### config.mk
export PLATFORM = sky130hd
export DESIGN_NAME = reg_bank_mp
export DESIGN_NICKNAME = d
export VERILOG_FILES = /design/src/rtl/reg_bank_mp.sv
export SDC_FILE = /design/constraint.sdc
export NUM_CORES = 1
export LEC_CHECK = 0
export CAP_MARGIN = 20
export CORE_MARGIN = 10
export CORE_UTILIZATION = 30
export CTS_CLUSTER_SIZE = 10
export DETAILED_ROUTE_END_ITERATION = 10
export PLACE_DENSITY = 0.46
export SYNTH_ARGS = -nofsm -noshare
export SYNTH_HDL_FRONTEND = slang
export SYNTH_SLANG_ARGS = --single-unit
### constraint.sdc
create_clock -name clock -period 7.6 [get_ports clock]
set_input_delay 1.52 -clock clock [delete_from_list [all_inputs] [get_ports clock]]
set_output_delay 1.52 -clock clock [all_outputs]
set_load 0.02 [all_outputs]
### src/rtl/reg_bank_mp.sv
// rtl/reg_bank_mp.sv - multi-port register bank with bypassed registered reads, debug port and clear sweep
module reg_bank_mp #(
    parameter int DATA_W  = 16,
    parameter int ADDR_W  = 4,
    parameter int NUM_RD  = 2,
    parameter int ZERO_R0 = 0
) (
    input  logic                       clock,
    input  logic                       reset,
    input  logic                       clr_req_i,
    output logic                       busy_o,
    input  logic                       we_i,
    input  logic [ADDR_W-1:0]          waddr_i,
    input  logic [DATA_W-1:0]          wdata_i,
    output logic                       wr_ready_o,
    input  logic [NUM_RD*ADDR_W-1:0]   rd_addr_i,
    output logic [NUM_RD*DATA_W-1:0]   rd_data_o,
    input  logic [ADDR_W-1:0]          dbg_addr_i,
    input  logic                       dbg_en_i,
    output logic [DATA_W-1:0]          dbg_data_o
);
    localparam int DEPTH = 2**ADDR_W;

    typedef enum logic {S_IDLE, S_CLEAR} state_t;

    state_t                    state_q, state_d;
    logic [ADDR_W-1:0]         ptr_q, ptr_d;
    logic [DATA_W-1:0]         mem_q [DEPTH];
    logic [NUM_RD*DATA_W-1:0]  rd_data_q, rd_data_d;
    logic                      wr_commit;
    logic                      sweep_last;

    function automatic logic is_r0(input logic [ADDR_W-1:0] a);
        return (ZERO_R0 != 0) && (a == '0);
    endfunction

    assign sweep_last = (ptr_q == ADDR_W'(DEPTH-1));

    always_ff @(posedge clock) begin
        if (!reset) state_q <= S_CLEAR;
        else        state_q <= state_d;
    end

    always_comb begin
        state_d = state_q;
        case (state_q)
            S_IDLE:  if (clr_req_i)  state_d = S_CLEAR;
            S_CLEAR: if (sweep_last) state_d = S_IDLE;
        endcase
    end

    always_comb begin
        busy_o     = (state_q == S_CLEAR);
        wr_ready_o = (state_q == S_IDLE);
    end

    always_comb begin
        ptr_d = ptr_q;
        if (state_q == S_CLEAR)  ptr_d = ptr_q + ADDR_W'(1);
        else if (clr_req_i)      ptr_d = '0;
    end

    always_ff @(posedge clock) begin
        if (!reset) ptr_q <= '0;
        else        ptr_q <= ptr_d;
    end

    // Writes to a hardwired-zero entry are acknowledged but never committed or bypassed.
    assign wr_commit = we_i && wr_ready_o && !is_r0(waddr_i);

    always_ff @(posedge clock) begin
        if (reset) begin
            if (busy_o)         mem_q[ptr_q]   <= '0;
            else if (wr_commit) mem_q[waddr_i] <= wdata_i;
        end
    end

    function automatic logic [DATA_W-1:0] read_port(input logic [ADDR_W-1:0] a);
        if (busy_o || is_r0(a))           return '0;
        if (wr_commit && (waddr_i == a))  return wdata_i;
        return mem_q[a];
    endfunction

    always_comb begin
        rd_data_d = '0;
        for (int k = 0; k < NUM_RD; k++) begin
            rd_data_d[k*DATA_W +: DATA_W] = read_port(rd_addr_i[k*ADDR_W +: ADDR_W]);
        end
    end

    always_ff @(posedge clock) begin
        if (!reset) rd_data_q <= '0;
        else        rd_data_q <= rd_data_d;
    end

    assign rd_data_o  = rd_data_q;
    assign dbg_data_o = (dbg_en_i && !busy_o && !is_r0(dbg_addr_i)) ? mem_q[dbg_addr_i] : '0;

endmodule

==> out/results.tsv, run 1 <==
stage	metric	value	unit
cts	numCtsBuffers	37	
timing	layout_setup_ws	1680	ps
cts	cts-root-buf	clkbuf_16	
cts	cts-hold-fix-buffers	0	
setup_path	crit_path_start	dbg_addr_i[0]	
synthesis	syn_avg_cell_area	18.5	sq um
setup_path	end_kind	output port	
cts	cts_tree	built	
die	die_w	244	microns
power_and_ir_drop	p_per_area	208	nW/um^2
drt	wire_per_inst	32.0	microns
place	place.gp.congestion	0.746	
drt	ant_nets	0	
drt	drt_first_pass_iters	7	
power_and_ir_drop	vdd_drop_max	0.131	mV
timing	finalMaxSlewViolations	0	
synthesis	synth_mux_area_share	31.4	%
layout	drive_above_1_share	34.4	%
power_and_ir_drop	power.switching	863	uW
timing	tightest_slew	1180	ps
cts	cts_sinks	293	
synthesis	ys_seq_area_share	56.2	%
synthesis	ys_ff_latch	293	
synthesis	synthCells	811	
setup_path	reg2reg_from	busy_o	
grt	grt_overflow_total	0	
grt	gr-usage-all-layers	17.0	%
synthesis	yosys.area_share.adder	0.0834	%
timing	rsz0062_at_grt	false	
setup_path	worstPathRequired	6080	ps
layout	fillers	4553	
status	outcome	finished, final reports clean	
synthesis	yosys.area_share.simple	3.90	%
timing	tns	0	ps
place	postPlaceCellArea	16700	sq um
setup_path	reg2reg_slack	4510	ps
place	numPortBuffers	86	
timing	fin_crit	5920	ps
power_and_ir_drop	leakagePower	0.00593	uW
timing	max-slew-margin-rel	21.4	%
cts	cts_setup_buffers	0	
synthesis	synth_area	15000	sq um
grt	first_global_vias	9710	
power_and_ir_drop	combinationalPowerShare	8.8	%
cts	clockBufferDepth	3	
setup_path	crit_path_start_kind	input port	
timing	final.setup_skew	23.3	ps
drt	totalWireLength	50700	microns
synthesis	syn-num-nets	849	
layout	area_delta_synth_final	18.6	%
die	coreArea	49200	sq um
setup_path	r2r_end	mem_q[1][0]	
synthesis	synth_warnings	0	
cts	clk_latency	550	ps
cts	clk_pin_slew	50	ps
timing	hold_viol_final	0	
drt	drc	0	
layout	utilization	36.2	%
drt	dr.max_layer_used	met4	
power_and_ir_drop	switching_share	23.3	%
grt	grt_max_degree	65	
cts	postCtsResizedCells	0	
die	core.rowCount	81	
power_and_ir_drop	seq_power_share	47.6	%
setup_path	worst-path-max-fanout	37	
die	dieArea	59300	sq um
die	io_pins	87	
drt	wl_met3	3060	microns
layout	fin_area	17800	sq um
synthesis	synth_compound_area_share	5.75	%
cts	htreeDepth	2	
setup_path	worstSetupPathType	in -> out	
synthesis	yosysUniqueCellTypes	32	
setup_path	worst_r2r_path_depth	6	
place	place_ws	1610	ps
die	initial_core_util	30.5	%
min_path	min_path_type	reg -> reg	
drt	met1Wirelength	19900	microns
drt	dr_wl_met2	26500	microns
grt	grt_pass1_wl	72000	microns
power_and_ir_drop	clkPwrFrac	43.6	%
setup_path	cp.arrival	4400	ps
drt	vias	8997	
synthesis	synth_top_family_by_area	multiplexers	
drt	drtIter0Drc	1103	
die	die-height	244	microns
grt	antenna_found_initial	0	
timing	setup_viol	0	
power_and_ir_drop	intPower	2840	uW
timing	fmax	0.169	GHz
layout	antenna-diode-count	0	
layout	nNetsFinal	935	
synthesis	synth_xor_area_share	0.467	%
run	maxCapViolations	0	
setup_path	setup.worst_path.end	dbg_data_o[2]	
drt	via_per_inst	5.67	
timing	holdWs	505	ps
place	detailed_place_hpwl	29100	microns
timing	period_share	77.9	%
[power groups by stage]
stage | clock [uW] | sequential [uW] | combinational [uW]
finish | 1620 | 1760 | 327
global route | 1730 | 1760 | 343
CTS | 1660 | 1760 | 329
detailed placement | 0 | 1790 | 329
global placement | 0 | 1790 | 328
floorplan | 0 | 1790 | 215
[cells in the final DEF, fill, tap and decap left out, types with 2 or more instances in the layout]
master and n:
edfxtp_1 256, mux4_2 208, clkdlybuf4s50_1 78, a22oi_1 64
clkbuf_16 38, nand2_1 37, dfxtp_1 37, buf_4 35
a22o_1 32, nor2b_1 19, and2_1 18, clkbuf_1 18
nor2_2 16, xor2_1 8, inv_1 5, a31oi_1 5
nor3b_1 4, o21ai_0 4, nor2b_4 4, clkinv_2 4
nor2_1 3, a21oi_1 3, clkinv_1 3, buf_2 3
nor3_1 2, mux2i_1 2, nor4_4 2, a21oi_2 2
nor2_4 2, clkbuf_8 2
[cells by family after synthesis]
family | after synthesis
flops | 293
compound gates | 113
simple gates | 111
mux | 210
buf+inv | 75
xor+xnor | 8
fa+ha+maj | 1
[synthesized netlist by cell type]
cell type	count	area share [%]
clkbuf_2	1	0.033
a31oi_1	5	0.21
o311a_1	1	0.067
mux2i_1	2	0.13
a22o_1	32	1.9
nor3b_1	4	0.20
nor3_1	2	0.067
a21oi_1	5	0.17
a22oi_1	64	3.2
clkbuf_1	28	0.70
nor4_4	2	0.28
a21boi_0	1	0.050
dfxtp_1	37	4.9
mux4_2	208	31
buf_1	17	0.43
nand3b_1	1	0.050
or2_1	1	0.042
nor2_1	21	0.53
buf_2	17	0.57
and3b_1	1	0.058
and2_1	18	0.75
buf_6	1	0.075
nor2b_1	23	0.96
inv_1	5	0.13
o211ai_1	1	0.050
buf_4	6	0.30
xor2_1	8	0.47
o21ai_0	4	0.13
edfxtp_1	256	51
ha_1	1	0.083
nand2_1	37	0.93
nand2b_1	1	0.042
[worst min-delay path by stage]
stage	from	to	slack (ps)	depth (start not counted)
final	ptr_q[2]	ptr_q[2]	500	1
after global routing	ptr_q[2]	ptr_q[2]	560	1
after CTS	ptr_q[2]	ptr_q[2]	500	1
after detailed placement	ptr_q[2]	ptr_q[2]	490	1
after global placement	ptr_q[2]	ptr_q[2]	480	1
after floorplan	ptr_q[2]	ptr_q[2]	460	1
[worst max-delay path, stage by stage]
cell	delay [ps]
buf_4	600
buf_4	470
mux4_2	550
mux4_2	480
nor2b_1	150
clkdlybuf4s50_1	550
[sequential cells by signal, indices dropped and copies added, names as in the netlist]
register,flops
busy_o,1
rd_data_o,32
mem_q,256
ptr_q,4
[stage by stage]
step | instances | total power [uW]
2_1_floorplan | 811 | 2000
3_3_place_gp | 1521 | 2120
3_5_place_dp | 1522 | 2120
4_1_cts | 1588 | 3750
5_1_grt | 1588 | 3830
6_report | 1588 | 3700
[cell type report]
class	count	area, sq um	share of cell area (%)
Timing Repair Buffer	117	1090	6.11
Inverter	5	18.8	0.106
Clock buffer	58	1050	5.88
Multi-Input combinational cell	443	6330	35.6
Tap cell	664	831	4.67
Clock inverter	8	47.5	0.267
Sequential cell	293	8430	47.4
[metal layers]
layer | up-vias | track usage (%)
met1 | 4882 | 20.5
met3 | 79 | 3.07
met4 | 0 | 5.52
met5 | - | 0
li1 | 3685 | -
met2 | 351 | 30.1
No activity file was read; power rests on OpenSTA's default activity.
==> run 2: changes to the inputs <==
--- a/config.mk
+++ b/config.mk
@@ -10,7 +10,7 @@
 export CORE_UTILIZATION = 30
 export CTS_CLUSTER_SIZE = 10
 export DETAILED_ROUTE_END_ITERATION = 10
-export PLACE_DENSITY = 0.46
+export PLACE_DENSITY = 0.47
 export SYNTH_ARGS = -nofsm -noshare
 export SYNTH_HDL_FRONTEND = slang
 export SYNTH_SLANG_ARGS = --single-unit
==> constraint.sdc (replaced) <==
create_clock -name clock -period 5.3 [get_ports clock]
set_input_delay 1.06 -clock clock [delete_from_list [all_inputs] [get_ports clock]]
set_output_delay 1.06 -clock clock [all_outputs]
set_load 0.02 [all_outputs]
==> out/results.tsv, run 2 (same netlist as run 1, synthesis figures left out) <==
stage	metric	value	unit	change
status	outcome	finished, final reports clean		
setup_path	worstPathRequired	4240	ps	-1840 ps
drt	wire_per_inst	31.6	microns	-1.1%
die	dieArea	59300	sq um	unchanged
timing	setup_viol	0		unchanged
timing	fmax	0.218	GHz	
die	io_pins	87		unchanged
drt	via_per_inst	5.71		+0.80%
min_path	min_path_type	reg -> reg		
power_and_ir_drop	leakagePower	0.00597	uW	+0.65%
layout	top_register	mem_q		
layout	utilization	36.4	%	+0.17 points
layout	mostFrequentLayoutCells	edfxtp_1, mux4_2, clkdlybuf4s50_1		
timing	max-slew-margin-rel	22.5	%	+1.1 points
grt	grt_pass1_wl	71900	microns	-0.19%
drt	drt_first_pass_iters	5		-2
drt	ant_nets	0		unchanged
power_and_ir_drop	p_per_area	295	nW/um^2	+42%
layout	largest_reg_flops	256		unchanged
setup_path	worst-path-max-fanout	19		-49%
setup_path	end_kind	output port		
place	numPortBuffers	86		unchanged
layout	fillers	4564		+0.24%
cts	cts_sinks	293		unchanged
drt	drc	0		unchanged
power_and_ir_drop	total_power	5270	uW	+42%
layout	antenna-diode-count	0		unchanged
place	place_ws	689	ps	-925 ps
layout	drive_above_1_share	34.8	%	+0.42 points
die	core.rowCount	81		unchanged
layout	multi_input_area	6310	sq um	-0.24%
grt	antenna_found_initial	1		+1
setup_path	critPathMaxStageDelay	590	ps	about the same
cts	clk_pin_slew	50	ps	about the same
setup_path	cp.arrival	3520	ps	-880 ps
place	place.gp.congestion	0.763		+2.2%
timing	hold_viol_final	0		unchanged
setup_path	worstSetupPathType	in -> out		
cts	cts_setup_buffers	0		unchanged
timing	period_share	86.4	%	
timing	fin_crit	4580	ps	
timing	rsz0062_at_grt	false		
timing	final.setup_skew	15.2	ps	-8.15 ps
cts	htreeDepth	2		unchanged
timing	tightest_slew	1160	ps	-22.2 ps
die	initial_core_util	30.5	%	unchanged
setup_path	crit_path_start_kind	input port		
die	die-height	244	microns	unchanged
drt	vias	9103		+1.2%
grt	grt_max_degree	42		-35%
layout	nNetsFinal	947		+1.3%
layout	area_delta_synth_final	19.2	%	
cts	cts-root-buf	clkbuf_16		
grt	first_global_vias	9706		-0.041%
setup_path	crit_buf_inv	3		unchanged
timing	finalMaxSlewViolations	0		unchanged
layout	final_common_cell	edfxtp_1		
place	detailed_place_hpwl	31300	microns	+7.6%
cts	clk_latency	530	ps	-20 ps
setup_path	worstPathCellList	buf_4, buf_12, mux4_2, mux4_2, nor2b_1, clkdlybuf4s50_1		
cts	cts-hold-fix-buffers	0		unchanged
grt	gr-usage-all-layers	16.8	%	-0.15 points
layout	regArea	8430	sq um	unchanged
setup_path	crit_top_cell	mux4_2		
cts	clockBufferDepth	3		unchanged
cts	numCtsBuffers	37		unchanged
power_and_ir_drop	vdd_drop_max	0.170	mV	+30%
drt	drtIter0Drc	962		-13%
die	coreArea	49200	sq um	unchanged
die	die_w	244	microns	unchanged
cts	postCtsResizedCells	0		unchanged
timing	layout_setup_ws	721	ps	-959 ps
grt	grt_overflow_total	0		unchanged
setup_path	crit_family	buffers and inverters		
drt	totalWireLength	50400	microns	-0.72%
cts	cts_tree	built		
setup_path	reg2reg_slack	2370	ps	-2140 ps
run	maxCapViolations	0		unchanged
timing	tns	0	ps	unchanged
setup_path	cp_slowest_cell	clkdlybuf4s50_1		
[run 2: final cells by class]
class                      count  share of cell area (%)
sequential                   293                    47.2
multi-input combinational    443                    35.3
timing repair buffer         129                    6.93
clock buffer                  53                    5.52
tap                          664                    4.65
clock inverter                 7                   0.308
inverter                       5                   0.105
[run 2: routing by layer]
layer | global-route usage, % | vias up | wire length (microns) | part of all wire, %
li1 | - | 3712 | - | -
met1 | 20.6 | 4871 | 19500 | 39
met2 | 28.4 | 421 | 25400 | 50
met3 | 3.93 | 99 | 3900 | 7.7
met4 | 6.39 | 0 | 1600 | 3.2
met5 | 0 | - | 0 | 0
[run 2: worst paths after layout]
kind	cells after the start	start	endpoint
worst max-delay path	6	dbg_addr_i[0]	dbg_data_o[13]
worst min-delay path	1	ptr_q[2]	ptr_q[2]
worst max register to register	5	busy_o	mem_q[1][10]
worst min register to register	1	ptr_q[2]	ptr_q[2]
[run 2: per-stage QoR]
step                area, sq um  cells  hold slack, ps
finish                    17900   1594             511
CTS                       17900   1594             513
floorplan                 15000    811             456
global route              17900   1594             579
detailed placement        16800   1534             495
global placement          16800   1533             480
[run 2: worst register-to-register path: cells and delay by family, from the launching register on]
family          cells  cell delay, ps
buf+inv             1             320
compound gates      1             340
flops               1             410
simple gates        2            1150
mux                 1             380
[run 2: power breakdown]
group          internal, uW  total [uW]  switching, uW
clock network          1330        2270            939
registers              2510        2530           19.5
logic                   222         476            254
==> run 3: changes to the inputs <==
--- a/config.mk
+++ b/config.mk
@@ -8,7 +8,6 @@
 export CAP_MARGIN = 20
 export CORE_MARGIN = 10
 export CORE_UTILIZATION = 30
-export CTS_CLUSTER_SIZE = 10
 export DETAILED_ROUTE_END_ITERATION = 10
 export PLACE_DENSITY = 0.47
 export SYNTH_ARGS = -nofsm -noshare
==> out/results.tsv, run 3 (same netlist as run 1, synthesis figures left out) <==
stage	metric	value	unit	change
status	outcome	finished, final reports clean		
die	initial_core_util	30.5	%	unchanged
setup_path	worstPathCellList	buf_4, buf_12, mux4_2, mux4_2, nor2b_1, clkdlybuf4s50_1		
power_and_ir_drop	vdd_drop_max	0.177	mV	+4.5%
die	io_pins	87		unchanged
setup_path	worst-path-max-fanout	19		unchanged
cts	postCtsResizedCells	0		unchanged
timing	max-slew-margin-rel	22.5	%	about the same
timing	tightest_slew	1160	ps	+0.00122 ps
place	placed_cells	1534		unchanged
cts	clockBufferDepth	3		unchanged
drt	vias	9076		-0.30%
drt	drtIter0Drc	848		-12%
timing	setup_viol	0		unchanged
setup_path	critPathMaxStageDelay	600	ps	about the same
timing	layout_setup_ws	702	ps	-18.5 ps
power_and_ir_drop	switching_share	23.0	%	about the same
grt	gr-usage-all-layers	16.8	%	about the same
min_path	min_path_type	reg -> reg		
setup_path	worstSetupPathType	in -> out		
timing	hold_viol_final	0		unchanged
layout	drive_above_1_share	35.7	%	+0.85 points
layout	fillers	4548		-0.35%
die	coreArea	49200	sq um	unchanged
power_and_ir_drop	clkPwrFrac	44.3	%	+1.3 points
layout	antenna-diode-count	0		unchanged
timing	tns	0	ps	unchanged
grt	antenna_found_initial	1		unchanged
place	numPortBuffers	86		unchanged
layout	largest_reg_flops	256		unchanged
setup_path	end_kind	output port		
die	die_w	244	microns	unchanged
layout	area_delta_synth_final	19.7	%	
timing	period_share	86.8	%	+0.35 points
drt	via_per_inst	5.68		-0.48%
layout	regArea	8430	sq um	unchanged
place	place_ws	689	ps	unchanged
timing	finalMaxSlewViolations	0		unchanged
power_and_ir_drop	p_per_area	300	nW/um^2	+1.9%
timing	final.setup_skew	16.8	ps	+1.65 ps
cts	numCtsBuffers	36		-2.7%
grt	grt_max_degree	42		unchanged
cts	clk_latency	540	ps	about the same
layout	final_common_cell	edfxtp_1		
place	postPlaceCellArea	16800	sq um	unchanged
power_and_ir_drop	leakagePower	0.00602	uW	+0.83%
place	detailed_place_hpwl	31300	microns	unchanged
layout	fin_area	17900	sq um	+0.45%
drt	drt_first_pass_iters	5		unchanged
setup_path	worstPathRequired	4240	ps	about the same
setup_path	crit_path_start_kind	input port		
layout	top_register	mem_q		
cts	cts-root-buf	clkbuf_16		
setup_path	crit_top_cell	mux4_2		
cts	cts_tree	built		
setup_path	cp.arrival	3540	ps	+20 ps
power_and_ir_drop	seq_power_share	46.8	%	-1.1 points
drt	drc	0		unchanged
die	dieArea	59300	sq um	unchanged
layout	instances_no_fill	1597		+0.19%
power_and_ir_drop	combinationalPowerShare	8.8	%	-0.2 points
die	core.rowCount	81		unchanged
drt	ant_nets	0		unchanged
cts	cts_sinks	293		unchanged
cts	htreeDepth	2		unchanged
timing	rsz0062_at_grt	false		
grt	first_global_vias	9652		-0.56%
place	place.gp.congestion	0.763		unchanged
cts	cts-hold-fix-buffers	0		unchanged
power_and_ir_drop	intPower	4150	uW	+2.4%
layout	mostFrequentLayoutCells	edfxtp_1, mux4_2, clkdlybuf4s50_1		
power_and_ir_drop	power.switching	1240	uW	+2.4%
setup_path	cp_slowest_cell	clkdlybuf4s50_1		
drt	wire_per_inst	31.6	microns	about the same
cts	clk_pin_slew	50	ps	about the same
cts	cts_setup_buffers	0		unchanged
grt	grt_overflow_total	0		unchanged
grt	grt_pass1_wl	71600	microns	-0.35%
timing	fmax	0.217	GHz	-0.40%
setup_path	reg2reg_slack	2350	ps	-20 ps
timing	fin_crit	4600	ps	+18.5 ps
die	die-height	244	microns	unchanged
drt	totalWireLength	50400	microns	about the same
layout	multi_input_area	6310	sq um	unchanged
layout	utilization	36.5	%	+0.16 points
run	maxCapViolations	0		unchanged
layout	nNetsFinal	946		-0.11%
[run 3: cell count changes in the layout (fill, tap and decap cells not counted), sizes merged]
cell    change
bufinv      +2
clkbuf      -7
clkinv      +7
inv         +1
[run 3: layout make-up]
type / instances / area share [%]
Clock buffer: 46 / 5.35
Tap cell: 664 / 4.63
Inverter: 5 / 0.105
Clock inverter: 17 / 0.899
Timing Repair Buffer: 129 / 6.90
Multi-Input combinational cell: 443 / 35.2
Sequential cell: 293 / 47.0
[run 3: final timing paths]
check,from,to,cells past startpoint
max reg2reg,busy_o,mem_q[15][6],5
min,ptr_q[2],ptr_q[2],1
min reg2reg,ptr_q[2],ptr_q[2],1
max,dbg_addr_i[0],dbg_data_o[13],6
[run 3: routing by layer]
layer,wire (microns),up-vias,GRT usage (%)
met1,19700,4872,20.6
met4,1590,0,6.41
met5,0,-,0
met3,3780,91,4.14
li1,-,3713,-
met2,25400,400,28.3
[run 3: power groups by stage]
stage	Clock, uW	Combinational [uW]	Sequential (uW)
6_report	2390	477	2520
5_1_grt	2540	502	2530
4_1_cts	2450	482	2520
3_5_place_dp	0	481	2570
3_3_place_gp	0	481	2570
2_1_floorplan	0	309	2560
[run 3: critical path, delay by kind of cell]
kind,cells,cell delay [ps]
multiplexers,2,980
buffers and inverters,3,1230
AND/OR/NAND/NOR,1,240
[run 3: per-stage QoR]
step | hold slack [ps] | total power (uW)
2_1_floorplan | 456 | 2870
6_report | 520 | 5390
3_5_place_dp | 495 | 3050
3_3_place_gp | 480 | 3050
4_1_cts | 514 | 5460
5_1_grt | 579 | 5570
